`config.mk`:
```
export PLATFORM = sky130hd
export DESIGN_NAME = rr_arb8
export DESIGN_NICKNAME = d
export VERILOG_FILES = /design/src/rtl/rr_arb8_pkg.sv /design/src/rtl/prio_enc8_rr.sv /design/src/rtl/rr_arb8.sv
export SDC_FILE = /design/constraint.sdc
export NUM_CORES = 1
export LEC_CHECK = 0
export CORE_MARGIN = 2
export CORE_UTILIZATION = 30
export CTS_CLUSTER_SIZE = 40
export DETAILED_ROUTE_END_ITERATION = 8
export GPL_TIMING_DRIVEN = 0
export HOLD_SLACK_MARGIN = 0.1
export PLACE_DENSITY = 0.56
export SLEW_MARGIN = 30
export SYNTH_ARGS = -nofsm -noshare
export SYNTH_HDL_FRONTEND = slang
export SYNTH_SLANG_ARGS = --single-unit
```
`constraint.sdc`:
```
create_clock -name clk -period 3.75 [get_ports clk]
set_input_delay 0.5625 -clock clk [delete_from_list [all_inputs] [get_ports clk]]
set_output_delay 0.5625 -clock clk [all_outputs]
set_load 0.01 [all_outputs]
```
`src/rtl/rr_arb8_pkg.sv`:
```
// Shared types and constants for the eight-requester round-robin arbiter.
// Includes a helper that turns a grant index into a one-hot grant vector.
package rr_arb8_pkg;

    localparam int N_REQ = 8;
    localparam int IDX_W = 3;

    typedef enum logic {
        IDLE  = 1'b0,
        GRANT = 1'b1
    } state_t;

    function automatic logic [N_REQ-1:0] idx_to_onehot(input logic [IDX_W-1:0] idx);
        logic [N_REQ-1:0] oh;
        oh = '0;
        oh[idx] = 1'b1;
        return oh;
    endfunction

endpackage

```
`src/rtl/prio_enc8_rr.sv`:
```
// Rotating find-first: returns the first set request scanning ptr, ptr+1, ... wrapping mod 8.
// Purely combinational; found_o is low when no request is set.
module prio_enc8_rr
    import rr_arb8_pkg::*;
(
    input  logic [N_REQ-1:0] req_i,
    input  logic [IDX_W-1:0] ptr_i,
    output logic             found_o,
    output logic [IDX_W-1:0] idx_o
);

    logic [N_REQ-1:0] rot;
    logic [IDX_W-1:0] pos;

    // Rotate right by ptr so the highest-priority client lands at bit 0.
    assign rot = (req_i >> ptr_i) | (req_i << (IDX_W'(0) - ptr_i));

    always_comb begin
        pos = '0;
        for (int i = N_REQ - 1; i >= 0; i--) begin
            if (rot[i]) begin
                pos = IDX_W'(i);
            end
        end
    end

    assign found_o = |req_i;
    assign idx_o   = pos + ptr_i;

endmodule

```
`src/rtl/rr_arb8.sv`:
```
// Eight-way round-robin arbiter with registered one-hot grant, held until the owner drops req.
// Optional grant timeout compiled in with RR_ARB8_TIMEOUT_EN (limit set by MAX_HOLD).
module rr_arb8
    import rr_arb8_pkg::*;
#(
    parameter int MAX_HOLD = 16
) (
    input  logic             clk,
    input  logic             rst,
    input  logic             en,
    input  logic [N_REQ-1:0] req,
    output logic [N_REQ-1:0] gnt,
    output logic [IDX_W-1:0] gnt_idx,
    output logic             gnt_vld,
    output logic             tmo
);

    if (MAX_HOLD < 2 || MAX_HOLD > 256) begin : g_bad_max_hold
        $error("rr_arb8: MAX_HOLD must lie in 2..256");
    end

    state_t           state_q;
    logic [IDX_W-1:0] ptr_q;
    logic [N_REQ-1:0] gnt_q;
    logic [IDX_W-1:0] idx_q;
    logic             vld_q;
    logic             tmo_q;

    logic             win_found;
    logic [IDX_W-1:0] win_idx;

`ifdef RR_ARB8_TIMEOUT_EN
    localparam int HOLD_W = $clog2(MAX_HOLD);
    logic [HOLD_W-1:0] hold_q;
`endif

    prio_enc8_rr u_prio_enc (
        .req_i   (req),
        .ptr_i   (ptr_q),
        .found_o (win_found),
        .idx_o   (win_idx)
    );

    always_ff @(posedge clk or posedge rst) begin
        if (rst) begin
            state_q <= IDLE;
            ptr_q   <= '0;
            gnt_q   <= '0;
            idx_q   <= '0;
            vld_q   <= 1'b0;
            tmo_q   <= 1'b0;
`ifdef RR_ARB8_TIMEOUT_EN
            hold_q  <= '0;
`endif
        end else begin
            tmo_q <= 1'b0;
            case (state_q)
                IDLE: begin
                    if (en && win_found) begin
                        gnt_q   <= idx_to_onehot(win_idx);
                        idx_q   <= win_idx;
                        vld_q   <= 1'b1;
                        state_q <= GRANT;
`ifdef RR_ARB8_TIMEOUT_EN
                        hold_q  <= '0;
`endif
                    end
                end
                GRANT: begin
                    // Disable wins over release, so priority stays where it was.
                    if (!en) begin
                        gnt_q   <= '0;
                        idx_q   <= '0;
                        vld_q   <= 1'b0;
                        state_q <= IDLE;
                    end else if (!req[idx_q]) begin
                        gnt_q   <= '0;
                        idx_q   <= '0;
                        vld_q   <= 1'b0;
                        ptr_q   <= idx_q + IDX_W'(1);
                        state_q <= IDLE;
                    end
`ifdef RR_ARB8_TIMEOUT_EN
                    else if (hold_q == HOLD_W'(MAX_HOLD - 1)) begin
                        gnt_q   <= '0;
                        idx_q   <= '0;
                        vld_q   <= 1'b0;
                        ptr_q   <= idx_q + IDX_W'(1);
                        tmo_q   <= 1'b1;
                        state_q <= IDLE;
                    end else begin
                        hold_q  <= hold_q + HOLD_W'(1);
                    end
`endif
                end
                default: begin
                    state_q <= IDLE;
                end
            endcase
        end
    end

    assign gnt     = gnt_q;
    assign gnt_idx = idx_q;
    assign gnt_vld = vld_q;
    assign tmo     = tmo_q;

endmodule
```
==> impl_metrics.yaml <==
detailed_routing:
  dr.pass1.iters: 6
  drt_wl_total_microns: 3920
  avgRoutedWirePerCell_microns: 15.6
  drc: 0
  vias: 1313
  drtIter0Drc: 170
  antenna_left: 0
  vias_per_cell: 5.23
timing:
  fin_worst_skew_ps: 2.62
  max_freq_mhz: 285
  relSlewSlack_pct: 60.1
  slew_viol_final: 0
  tightest_slew_ps: 597
  hold_viol: 0
  postLayoutSetupSlackWorst_ps: 247
  fin_crit_sh_pct: 93.4
  period_needed_ps: 3500
  setup_violations: 0
global_route:
  grt_overflow: 0
  grt_pass1_wl_microns: 6730
  grt_start_max_net_pins: 17
  grt_pass1_vias: 1366
  antenna_found_initial: 0
  grt_usage_pct: 15.5
logic_synthesis:
  syn_inst: 155
  syn_avg_cell_area_sq_um: 9.86
  synth-edff-count: 0
  ys_types: 55
  synth_area_leaders: "dfrtp_1 26%, mux4_2 7.4%, mux2i_1 7.2%"
  synth-async-reset-ratio_pct: 100
  yosys_warnings: 0
  synth_area_leader_cell: "dfrtp_1"
  syn_area_sq_um: 1530
  synth_ff_type: "dfrtp_1"
  yosys_register_bits: 16
  syn_nets: 170
  synth_top_area_share_pct: 26.2
  synth-seq-area-share_pct: 26.2
cts:
  insertion_delay_ps: 240
  cts_tree: "yes"
  cts_max_level: 1
  clkTransAtPathRegs_ps: 50
  clock_path_buffers: 2
  root_buffer: "clkbuf_8"
  cts_buffers: 3
  cts_sinks: 16
setup_path:
  crit_fanout: 10
  r2r-start: "ptr_q[1]"
  cp_slowest_cell: "dfrtp_1"
  worstSetupPathType: "reg -> reg"
  slowest_delay_ps: 400
  start_kind: "flip-flop"
  crit_chain: "buf_4 > inv_1 > ha_4 > buf_2 > xor2_4 > nor2_2 > o31ai_4 > nor4b_1 > o21bai_1 > a31oi_1 > ha_1 > fa_2 > xor2_2 > xnor2_4 > a32o_1"
  worst_ep_arrival_time_ps: 3680
  cp-end-kind: "flip-flop"
  worstPathRequired_ps: 3920
  startpoint: "ptr_q[1]"
place:
  dp_cells: 244
  io_buffers: 22
  place_worst_setup_slack_ps: -289
  placedInstanceArea_sq_um: 1830
  gp_congestion: 0.887
  dp_hpwl_microns: 2910
die:
  initial_utilization_pct: 31.7
  die_height_microns: 75.4
  ios: 24
  rows: 25
  core_area_sq_um: 4820
  die-area_sq_um: 5680
  die_width_microns: 75.4
run_status:
  outcome: "finished, final reports clean"
finish:
  diodes: 0
  drive_above_1_share_pct: 25.0
  fillers: 489
  syn_to_final_growth_pct: 28.1
  nets: 201
  design_area_sq_um: 1960
  fin_cells: 251
power_and_ir_drop:
  p_leak_uw: 0.000824
  ir_drop_uv: 371
  p_per_area_nw_per_um2: 1030
run:
  drv_cap: 0
worst_hold_path:
  hold_path_class: "reg -> reg"
  hold_start: "gnt[6]"
## power breakdown
part,internal [uW],switching [uW],leakage [uW],total [uW]
combinational,730,875,0.000596,1610
clock,70.9,49.5,0.0000216,120
sequential,224,58.3,0.000207,282
## metal layers
| metal | GRT usage [%] | share of wire [%] | routed length [microns] |
|---|---|---|---|
| met1 | 21.3 | 45 | 1770 |
| met2 | 24.8 | 47 | 1850 |
| met3 | 1.72 | 4.7 | 185 |
| met4 | 6.63 | 2.9 | 112 |
| met5 | 0 | 0 | 0 |
## state kept, by name (all words and copies together) (netlist names)
name / count
gnt_idx: 3
ptr_q: 3
state_q: 1
gnt: 8
gnt_vld: 1
## area by class of cell
| class | instances | area [sq um] | share of cell area [%] |
|---|---|---|---|
| Clock buffer | 3 | 41.3 | 2.11 |
| Sequential cell | 16 | 402 | 20.5 |
| Multi-Input combinational cell | 122 | 1090 | 55.8 |
| Timing Repair Buffer | 26 | 250 | 12.8 |
| Tap cell | 67 | 83.8 | 4.28 |
| Inverter | 8 | 30.0 | 1.53 |
| Buffer | 9 | 58.8 | 3.01 |
## synth_stat cells (4+ instances only)
cell type	count
buf_2	4
dfrtp_1	16
inv_1	8
mux2i_1	11
mux4_2	5
nand2_1	18
nor2_1	13
o21ai_0	6
o22ai_1	4
## final timing paths
kind,slack [ps],depth (start not counted),end
worst max-delay path,250,15,gnt[1]
worst max register to register,250,15,gnt[1]
max in group asynchronous,2640,2,ptr_q[0]
min in group asynchronous,690,2,gnt_vld
worst min register to register,480,2,gnt[6]
worst min-delay path,480,2,gnt[6]
## what timing repair did
action                                  in CTS  in global routing
resized for setup                            5                  6
endpoints found under the setup margin       9                  9
pin swaps                                    1                  1
cloned                                       0                  0
setup buffers                                2                  2
hold buffers                                 0                  0
## cells in the final DEF, fill, tap and decap left out, types with 3 or more instances in the layout
cell type / synthesis / final
nor2_1: 13 / 13
clkdlybuf4s50_1: 0 / 22
inv_1: 8 / 8
o21ai_0: 6 / 6
mux2i_1: 11 / 10
dfrtp_1: 16 / 15
nand2_1: 18 / 17
mux4_2: 5 / 5
buf_4: 2 / 8
clkbuf_8: 0 / 3
o22ai_1: 4 / 4
nand3_1: 3 / 3
mux2_2: 3 / 3
## per-stage QoR
| stage | util [%] | hold slack (ps) | power [uW] | setup TNS [ps] |
|---|---|---|---|---|
| after global routing | 40.6 | 512 | 2180 | -7.80 |
| after floorplan | - | 476 | 1430 | 0 |
| after detailed placement | 38.0 | 467 | 1740 | -2160 |
| after global placement | 38.0 | 461 | 1720 | -1580 |
| after CTS | 39.7 | 491 | 1930 | 0 |
| final | 40.6 | 482 | 2010 | 0 |
## worst max-delay path: cells and delay by family (launching register included)
family,cells,cell delay [ps]
buf+inv,3,530
simple gates,2,190
xor+xnor,3,820
compound gates,4,800
fa+ha+maj,3,700
flops,1,400
## cells by family (layout without fill, tap and decap cells)
kind of cell    count (synthesis)  in the layout  share of synthesized area [%]
compound gates                 39             39                           22.0
xor+xnor                        5              5                           5.32
fa+ha+maj                       4              4                           3.77
buf+inv                        17             46                           5.49
flops                          16             16                           26.2
mux                            20             20                           17.5
other cells                     1              1                          0.245
simple gates                   53             53                           19.4
(Power assumes the default switching activity.)
